$ cat src/rtl/seg_display_arbiter_if.sv
// Bundle of the request/data inputs and display/grant outputs shared between
// the user logic (master) and the display arbiter (slave).
interface seg_display_arbiter_if;
  logic [3:0]  req;
  logic [15:0] data;
  logic [3:0]  gnt;
  logic [1:0]  active;
  logic        busy;
  logic        done;
  logic [6:0]  segments;

  modport master (
    output req,
    output data,
    input  gnt,
    input  active,
    input  busy,
    input  done,
    input  segments
  );

  modport slave (
    input  req,
    input  data,
    output gnt,
    output active,
    output busy,
    output done,
    output segments
  );
endinterface

$ cat src/rtl/seg_display_arbiter.sv
// Round-robin owner of the single 7-segment display: grants one of four
// requesters, latches its hex-decoded nibble and holds it for HOLD_CYCLES.
module seg_display_arbiter #(
  parameter int unsigned HOLD_CYCLES = 16
) (
  input  logic                  clk,
  input  logic                  rst_n,
  seg_display_arbiter_if.slave  bus
);

  typedef enum logic [0:0] {
    ST_IDLE = 1'b0,
    ST_SHOW = 1'b1
  } state_t;

  // Counter reload: the grant cycle itself is the first of the busy cycles.
  localparam logic [15:0] HOLD_LOAD = 16'(HOLD_CYCLES - 32'd1);

  // Hex font, bit order {g,f,e,d,c,b,a}, active high.
  function automatic logic [6:0] hex_font(input logic [3:0] v);
    logic [6:0] s;
    case (v)
      4'h0:    s = 7'h3F;
      4'h1:    s = 7'h06;
      4'h2:    s = 7'h5B;
      4'h3:    s = 7'h4F;
      4'h4:    s = 7'h66;
      4'h5:    s = 7'h6D;
      4'h6:    s = 7'h7D;
      4'h7:    s = 7'h07;
      4'h8:    s = 7'h7F;
      4'h9:    s = 7'h6F;
      4'hA:    s = 7'h77;
      4'hB:    s = 7'h7C;
      4'hC:    s = 7'h39;
      4'hD:    s = 7'h5E;
      4'hE:    s = 7'h79;
      4'hF:    s = 7'h71;
      default: s = 7'h00;
    endcase
    return s;
  endfunction

  // Returns {found, index} of the first set request searching from ptr
  // upward (mod 4). Scanning backwards lets the nearest candidate win last.
  function automatic logic [2:0] pick_winner(input logic [3:0] r, input logic [1:0] p);
    logic [2:0] res;
    logic [1:0] idx;
    res = 3'b000;
    for (int i = 3; i >= 0; i--) begin
      idx = p + 2'(i);
      if (r[idx]) begin
        res = {1'b1, idx};
      end else begin
        res = res;
      end
    end
    return res;
  endfunction

  state_t      state_q, state_d;
  logic [1:0]  ptr_q, ptr_d;
  logic [15:0] cnt_q, cnt_d;
  logic [3:0]  gnt_q, gnt_d;
  logic [1:0]  active_q, active_d;
  logic        busy_q, busy_d;
  logic        done_q, done_d;
  logic [6:0]  seg_q, seg_d;

  logic        win_found;
  logic [1:0]  win_idx;
  logic [3:0]  win_nibble;

  // Winner search and selection of the winner's data nibble.
  always_comb begin
    {win_found, win_idx} = pick_winner(bus.req, ptr_q);
    case (win_idx)
      2'd0:    win_nibble = bus.data[3:0];
      2'd1:    win_nibble = bus.data[7:4];
      2'd2:    win_nibble = bus.data[11:8];
      2'd3:    win_nibble = bus.data[15:12];
      default: win_nibble = bus.data[3:0];
    endcase
  end

  // State register and all registered outputs; reset wins over everything.
  always_ff @(posedge clk) begin
    if (!rst_n) begin
      state_q  <= ST_IDLE;
      ptr_q    <= 2'd0;
      cnt_q    <= 16'd0;
      gnt_q    <= 4'd0;
      active_q <= 2'd0;
      busy_q   <= 1'b0;
      done_q   <= 1'b0;
      seg_q    <= 7'h00;
    end else begin
      state_q  <= state_d;
      ptr_q    <= ptr_d;
      cnt_q    <= cnt_d;
      gnt_q    <= gnt_d;
      active_q <= active_d;
      busy_q   <= busy_d;
      done_q   <= done_d;
      seg_q    <= seg_d;
    end
  end

  // Next-state logic: state, round-robin pointer and dwell counter.
  always_comb begin
    state_d = state_q;
    ptr_d   = ptr_q;
    cnt_d   = cnt_q;
    case (state_q)
      ST_IDLE: begin
        if (win_found) begin
          state_d = ST_SHOW;
          cnt_d   = HOLD_LOAD;
        end else begin
          state_d = ST_IDLE;
        end
      end
      ST_SHOW: begin
        if (cnt_q != 16'd0) begin
          cnt_d = cnt_q - 16'd1;
        end else begin
          state_d = ST_IDLE;
          ptr_d   = active_q + 2'd1;
        end
      end
      default: begin
        state_d = ST_IDLE;
        ptr_d   = 2'd0;
        cnt_d   = 16'd0;
      end
    endcase
  end

  // Output logic: grant pulse, owner index, busy/done flags and display.
  always_comb begin
    gnt_d    = 4'b0000;
    active_d = active_q;
    busy_d   = busy_q;
    done_d   = 1'b0;
    seg_d    = seg_q;
    case (state_q)
      ST_IDLE: begin
        if (win_found) begin
          gnt_d    = 4'b0001 << win_idx;
          active_d = win_idx;
          busy_d   = 1'b1;
          seg_d    = hex_font(win_nibble);
        end else begin
          busy_d   = 1'b0;
        end
      end
      ST_SHOW: begin
        if (cnt_q != 16'd0) begin
          busy_d = 1'b1;
        end else begin
          busy_d = 1'b0;
          done_d = 1'b1;
        end
      end
      default: begin
        busy_d = 1'b0;
      end
    endcase
  end

  assign bus.gnt      = gnt_q;
  assign bus.active   = active_q;
  assign bus.busy     = busy_q;
  assign bus.done     = done_q;
  assign bus.segments = seg_q;

endmodule

$ cat src/flat_wrapper.sv
// flat-port wrapper written by rule: the top's interface ports become plain ports
module seg_display_arbiter_flat 
#(
  parameter int unsigned HOLD_CYCLES = 16
)
  (clk, rst_n, bus_req, bus_data, bus_gnt, bus_active, bus_busy, bus_done, bus_segments);
  seg_display_arbiter_if bus_i ();
  input  logic clk;
  input  logic rst_n;
  input wire logic [$bits(bus_i.req)-1:0] bus_req;
  input wire logic [$bits(bus_i.data)-1:0] bus_data;
  output wire logic [$bits(bus_i.gnt)-1:0] bus_gnt;
  output wire logic [$bits(bus_i.active)-1:0] bus_active;
  output wire logic [$bits(bus_i.busy)-1:0] bus_busy;
  output wire logic [$bits(bus_i.done)-1:0] bus_done;
  output wire logic [$bits(bus_i.segments)-1:0] bus_segments;
  assign bus_i.req = bus_req;
  assign bus_i.data = bus_data;
  assign bus_gnt = bus_i.gnt;
  assign bus_active = bus_i.active;
  assign bus_busy = bus_i.busy;
  assign bus_done = bus_i.done;
  assign bus_segments = bus_i.segments;
  seg_display_arbiter #(.HOLD_CYCLES(HOLD_CYCLES)) u_core (.clk(clk), .rst_n(rst_n), .bus(bus_i));
endmodule
$ cat config.mk
export PLATFORM = sky130hd
export DESIGN_NAME = seg_display_arbiter_flat
export DESIGN_NICKNAME = d
export VERILOG_FILES = /design/src/rtl/seg_display_arbiter_if.sv /design/src/rtl/seg_display_arbiter.sv /design/src/flat_wrapper.sv
export SDC_FILE = /design/constraint.sdc
export NUM_CORES = 1
export LEC_CHECK = 0
export ABC_AREA = 1
export CORE_MARGIN = 3
export CORE_UTILIZATION = 47
export CTS_CLUSTER_DIAMETER = 50
export DETAILED_ROUTE_END_ITERATION = 12
export GPL_ROUTABILITY_DRIVEN = 1
export PLACE_DENSITY = 0.73
export SETUP_SLACK_MARGIN = 0.02
export SYNTH_ARGS = -nofsm -noshare
export SYNTH_HDL_FRONTEND = slang
export SYNTH_SLANG_ARGS = --single-unit
$ cat constraint.sdc
create_clock -name clk -period 3.2 [get_ports clk]
set_input_delay 0.96 -clock clk [delete_from_list [all_inputs] [get_ports clk]]
set_output_delay 0.96 -clock clk [all_outputs]
set_load 0.02 [all_outputs]
==> impl_metrics.yaml <==
placed_design:
  gp_congestion: 0.932
  place_ws_ns: -0.199
  portBuffers: 36
  hpwl_mm: 3.63
drt:
  drc: 0
  routedWlPerCell_um: 11.9
  drt_pre_antenna_iters: 4
  drtAntennaViolNets: 0
  drt-vias-per-instance: 5.09
  drtIter0Drc: 132
  postRouteWirelength_mm: 5.11
  num_vias: 2180
clocking:
  insertion_delay_ns: 0.29
  hold_buffers: 0
  cts_sinks: 33
  htreeDepth: 2
  clk_pin_slew_ns: 0.07
  cts_tree: "done"
  cts_root_buf: "clkbuf_8"
  cts_buffers: 5
  clk_path_buf_depth: 2
sta:
  relSlewSlack_pct: 60.7
  report.final.hold_viol_count: 0
  skew_ns: 0.00588
  final_max_slew_viol_count: 0
  fmax_mhz: 319
  tightest_slew_ns: 0.587
  fin_hold_ws_ns: 0.448
  finalCritPeriodShare_pct: 97.9
  min_period_ns: 3.13
  setup_ws_ns: 0.0685
  finalSetupViolations: 0
critical_path:
  worst-path-max-fanout: 5
  r2r_cells: 17
  r2r_end: "u_core.bus.segments[5]"
  crit_end: "u_core.bus.segments[5]"
  crit_path_start_kind: "input pin"
  r2r_slack_ns: 0.45
  required_ns: 3.43
  end_kind: "flip-flop"
  critPathLaunch: "bus_req[3]"
  path_class: "in2reg"
  crit_arrival_ns: 3.36
  r2r-start: "u_core.ptr_q[0]"
floorplan:
  io_pins: 37
  core_sq_um: 4120
  rows: 23
  die_area_sq_um: 5190
  start_util_pct: 49.8
  fp.dieH_um: 72.1
  chipWidth_um: 72.1
global_route:
  overflow: 0
  grt_max_degree: 12
  antenna_found_initial: 0
  grt_pass1_wl_mm: 8.08
  grt_usage_pct: 19.3
  grt_pass1_vias: 1985
min_path:
  worstHoldPathType: "reg2reg"
  hp-start: "u_core.bus.segments[6]"
yosys:
  syn_area_sq_um: 2050
  avgSynthCellArea_sq_um: 6.49
  yosysSeqAreaShare_pct: 32.2
  yosys_warnings: 0
  ys_ff_latch: 33
  yosysUniqueCellTypes: 33
  synth_nets: 346
  synthCells: 316
pwr:
  power.leakage_nw: 1.38
  p_per_area_nw_per_um2: 714
  ir_drop_uv: 380
final_layout:
  antenna_cells: 0
  area_growth_pct: 37.3
  final_cell_mix: "81 x nand2_1, 35 x inv_1, 33 x clkdlybuf4s50_1, 33 x dfxtp_1"
  layout-drive-gt1-share_pct: 18.0
  finalNetCount: 407
  layout_commonest_cell: "nand2_1"
  final_util_pct: 68.4
status:
  outcome: "finished clean"
flow_run:
  max_cap_viol_count: 0
-- synth_stat cells --
library cell | instances | area share [%]
o211ai_1 | 2 | 0.73
nand3_2 | 1 | 0.49
inv_1 | 38 | 7.0
o21ai_0 | 10 | 2.4
buf_6 | 2 | 1.1
o21ai_1 | 1 | 0.24
or2_2 | 1 | 0.31
inv_2 | 6 | 1.1
nor4_1 | 2 | 0.61
nand2_1 | 88 | 16
ha_1 | 8 | 4.9
a21oi_1 | 19 | 4.6
nand3_4 | 1 | 0.85
nand2_8 | 1 | 0.98
xor2_1 | 2 | 0.85
nand3b_1 | 1 | 0.37
clkinv_1 | 1 | 0.18
buf_2 | 1 | 0.24
a21oi_4 | 1 | 0.79
a21oi_2 | 1 | 0.43
or2_1 | 2 | 0.61
and3_1 | 1 | 0.31
nor3_1 | 5 | 1.2
nor2_1 | 34 | 6.2
nand3_1 | 34 | 8.3
dfxtp_1 | 33 | 32
a31oi_1 | 1 | 0.31
nand2_2 | 10 | 3.1
nand4_1 | 2 | 0.61
o21a_1 | 3 | 1.1
nor2_4 | 1 | 0.55
nor3b_1 | 1 | 0.37
xnor2_1 | 2 | 0.85
-- where the power goes --
part	switching [mW]	leakage [nW]	internal [mW]
registers	0.0495	0.271	0.481
clock network	0.159	0.0681	0.309
logic	0.582	1.04	0.429
-- how the worst min path moves through the flow --
| stage | endpoint | slack, ns | cells past startpoint |
|---|---|---|---|
| finish | u_core.bus.segments[6] | 0.45 | 2 |
| global route | u_core.bus.segments[0] | 0.48 | 2 |
| CTS | u_core.bus.segments[6] | 0.45 | 2 |
| detailed placement | u_core.bus.segments[6] | 0.44 | 2 |
| global placement | u_core.bus.segments[6] | 0.44 | 2 |
| floorplan | u_core.cnt_q[11] | 0.44 | 1 |
-- per-stage QoR --
stage | TNS [ns] | power (mW) | cell area [sq um] | cells
finish | 0 | 2.01 | 2820 | 428
global route | -0.424 | 2.15 | 2820 | 428
CTS | 0 | 1.94 | 2720 | 426
detailed placement | -1.07 | 1.47 | 2590 | 418
global placement | -0.726 | 1.46 | 2590 | 418
floorplan | 0 | 1.14 | 2050 | 316
-- final cells by class --
class	instances	area (sq um)
Fill cell	382	1300
Multi-Input combinational cell	235	1260
Sequential cell	33	661
Timing Repair Buffer	57	529
Inverter	45	169
Clock buffer	5	68.8
Clock inverter	3	65.1
Tap cell	50	62.6
-- repair_timing --
action | in CTS | in global routing
setup buffers | 0 | 2
gates resized for setup | 0 | 25
endpoints found under the setup margin | 0 | 7
-- cell families (layout without fill, tap and decap cells) --
group | count (synthesis) | after routing | synth area share [%]
and+or+nand+nor | 185 | 185 | 40.9
buffers and inverters | 48 | 110 | 9.58
AOI/OAI and AO/OA | 38 | 38 | 10.7
DFF | 33 | 33 | 32.2
adders and majority gates | 8 | 8 | 4.88
xor gates and xnor gates | 4 | 4 | 1.71
-- flip-flops by register name, summed over array words and instances, names as in the netlist --
signal               flops
u_core.bus.active        2
u_core.bus.busy          1
u_core.bus.done          1
u_core.bus.gnt           4
u_core.bus.segments      7
u_core.cnt_q            16
u_core.ptr_q             2
-- layer usage --
| metal | global-route usage [%] | share of wire, % | vias up |
|---|---|---|---|
| met5 | 0 | 0 | - |
| met4 | 8.14 | 1.3 | 0 |
| met3 | 4.16 | 5.0 | 7 |
| met2 | 32.8 | 48 | 66 |
| met1 | 23.6 | 45 | 980 |
| li1 | - | - | 1127 |
-- critical path, stage by stage --
cell and delay, ns:
clkdlybuf4s50_1 0.47, inv_1 0.04, nand2_1 0.10, nand2_1 0.10, inv_2 0.07, nand2_2 0.08, nand2_2 0.09, inv_1 0.04
nand2_1 0.09, nand2_4 0.10, nand3_4 0.11, nand2_1 0.07, inv_1 0.06, nand3_1 0.12, nand2_2 0.11, inv_2 0.06
ha_1 0.20, nand3b_1 0.21, nand2_1 0.11, nand2_2 0.05, a21oi_2 0.12
Note: power is estimated with default switching activity, not from simulation.
==> RTL edit (config.mk and constraints unchanged) <==
`HOLD_CYCLES` is set to 16 in 2 places; all go to 8.
--- a/src/rtl/seg_display_arbiter.sv
+++ b/src/rtl/seg_display_arbiter.sv
@@ -1,7 +1,7 @@
 // Round-robin owner of the single 7-segment display: grants one of four
 // requesters, latches its hex-decoded nibble and holds it for HOLD_CYCLES.
 module seg_display_arbiter #(
-  parameter int unsigned HOLD_CYCLES = 16
+  parameter int unsigned HOLD_CYCLES = 8
 ) (
   input  logic                  clk,
   input  logic                  rst_n,
--- a/src/flat_wrapper.sv
+++ b/src/flat_wrapper.sv
@@ -1,7 +1,7 @@
 // flat-port wrapper written by rule: the top's interface ports become plain ports
 module seg_display_arbiter_flat 
 #(
-  parameter int unsigned HOLD_CYCLES = 16
+  parameter int unsigned HOLD_CYCLES = 8
 )
   (clk, rst_n, bus_req, bus_data, bus_gnt, bus_active, bus_busy, bus_done, bus_segments);
   seg_display_arbiter_if bus_i ();
Behaviour: not the same (Yosys sat finds a counterexample within 10 cycles, from zero or initial values and one cycle with rst_n low).
==> RTL edit against the unedited design <==
  * Core utilization increased by 0.91 points
  * Die area increased by 1.8%
  * Setup slack improved by 0.091 ns
  * Via count decreased by 2.8%
  * Design area increased by 2.0%
  * Synthesized area increased by 2.0%
  * Global-route usage increased by 0.70 points
  * Sequential cell count unchanged
  * Routed wire length increased by 1.0%
  * Non-clock buffer count increased by 3
  * Critical endpoint is now u_core.bus.segments[2]
  * Highest routed layer unchanged
Power is not compared: it rests on default switching activity, and its combinational part moved more than twofold at a synthesized area within 25%.
==> RTL edit: results (changes against the unedited design) <==
Route:
- The via-per-instance ratio is 4.953 (-2.8%).
- The total iterations of the first detailed-routing run is 5 (+1).
- The detail-routed net length per standard cell is 12.06 um (+1.0%).
- The initial detailed-routing violation count is 127 (-3.8%).

Setup path:
- The top fanout value on the critical path is 6 (+1).
- The slack of the worst reg-to-reg path was 0.52 ns (+0.07 ns).
- The path depth of the worst reg2reg path is 18 (+1).
- The slowest stage cell on the critical path is clkdlybuf4s50_1.
- The endpoint of the lowest-slack register-to-register path is u_core.bus.segments[2].
- The data required time of the worst path is 3.38 ns (-0.05 ns).
- The worst register-to-register path begins at u_core.ptr_q[0].

Final layout:
- The final design area excluding fillers is 2873 sq um (+2.0%).
- The filler cell count is 353 (-7.6%).
- The proportion of layout cells with a drive suffix above 1 is 22.49% (+4.5 points).

Status:
- The run finished with clean final reports.

Yosys:
- The proportion of synthesized chip area in sequential cells was 31.60% (-0.62 points).
- The mean instance size in the synthesized netlist is 6.680 sq um (+2.9%).
- The mux share of post-synthesis cell area is 0% (unchanged).
- By area the synthesized netlist is led by dfxtp_1 32%, nand2_1 13%, inv_1 7.7%.
- The net count after synthesis came to 343 (-0.87%).
- The adder and majority gate portion of the synthesized area is 4.788% (-0.093 points).
- The number of different library cells in the post-synthesis netlist is 34 (+3.0%).
- After synthesis, the most frequently instantiated cells are 75 x nand2_1, 43 x inv_1, 33 x dfxtp_1.
- The area share of xor/xnor cells in the synthesized design is 2.095% (+0.39 points).
- The synthesis warning total is 0 (unchanged).
- The compound-cell area share of the yosys netlist was 8.917% (-1.8 points).

STA:
- The final critical-path required period is 3.041 ns (-0.09078 ns).
- The setup clock skew after layout is 0.01050 ns (+0.004620 ns).
- The final hold slack is 0.4616 ns (+0.01321 ns).
- The transition time at the pin with the least slew margin is 0.4925 ns (-0.09449 ns).

Place:
- The number of placed instances with taps included is 413 (-1.2%).
- The worst slack at placement came to -0.2170 ns (-0.01796 ns).
- The estimated wirelength of the detail-placed design is 3.809 mm (+4.9%).
- The routability congestion estimate is 0.9186 (-1.4%).
- The number of buffers inserted by port buffering is 36 (unchanged).
- The placed instance area was 2618 sq um (+1.1%).

Pwr:
- The leakage component of the power is 1.379 nW.
- Registers are responsible for 19.0% of the overall power.

Clock network:
- The number of buffers inserted during clock tree synthesis is 5 (unchanged).
- The deepest level of the CTS H-tree is 2 (unchanged).
- The clock edge transition at the registers on the reported setup and hold paths is 0.07 ns (about the same).

Worst hold path:
- The worst hold path startpoint is u_core.bus.segments[6].

GRT:
- The global-route usage over all layers is 20.01% (+0.70 points).
- The via count of the first global-routing pass was 1,926 (-3.0%).
- The first-pass GRT wire length was 8.445 mm (+4.5%).

Run:
- The count of maximum capacitance violations was 0 (unchanged).
==> RTL edit: changes by cell type after synthesis, sizes merged, moves of 2 or more <==
cell / change
nand2: -11
nor3: +5
inv: +4
nor2: +3
a21oi: -2
o21a: -2
==> RTL edit: worst max path at each step <==
stage,start,end,cells past startpoint
after floorplan,bus_req[3],u_core.bus.segments[1],14
after global placement,bus_req[2],u_core.bus.segments[4],19
after detailed placement,bus_req[1],u_core.bus.segments[3],20
after CTS,bus_req[1],u_core.bus.segments[3],20
after global routing,bus_req[3],u_core.bus.segments[5],20
final,bus_req[3],u_core.bus.segments[2],19
==> RTL edit: metal layers <==
layer / track usage, % / vias to the layer above / share of wire, %
li1: - / 1121 / -
met1: 27.19 / 949 / 47
met2: 31.96 / 45 / 48
met3: 3.857 / 5 / 4.5
met4: 6.352 / 0 / 0.95
met5: 0 / - / 0
==> RTL edit: final cells by class <==
cell class              instances  area share, %
clock inverters                 3         0.6098
inverters                      48          6.533
clock buffers                   5          2.395
repair buffers                 60          19.77
flip-flops and latches         33          23.00
multi-input cells             229          45.51
well taps                      50          2.178
==> RTL edit: cell families (layout without fill, tap and decap cells) <==
kind of cell | Yosys count | count (layout)
xor+xnor | 5 | 5
buf+inv | 51 | 116
flops | 33 | 33
fa+ha+maj | 8 | 8
simple gates | 182 | 182
compound gates | 34 | 34
==> RTL edit: timing repair <==
action,4_1_cts,5_1_grt
setup buffers,0,7
setup endpoints to repair,0,7
gates resized for setup,0,28
==> RTL edit: worst max-delay path: cells and delay by family <==
kind / cells / cell delay, ns
compound gates: 1 / 0.07
fa+ha+maj: 1 / 0.19
buf+inv: 6 / 0.80
simple gates: 11 / 1.19
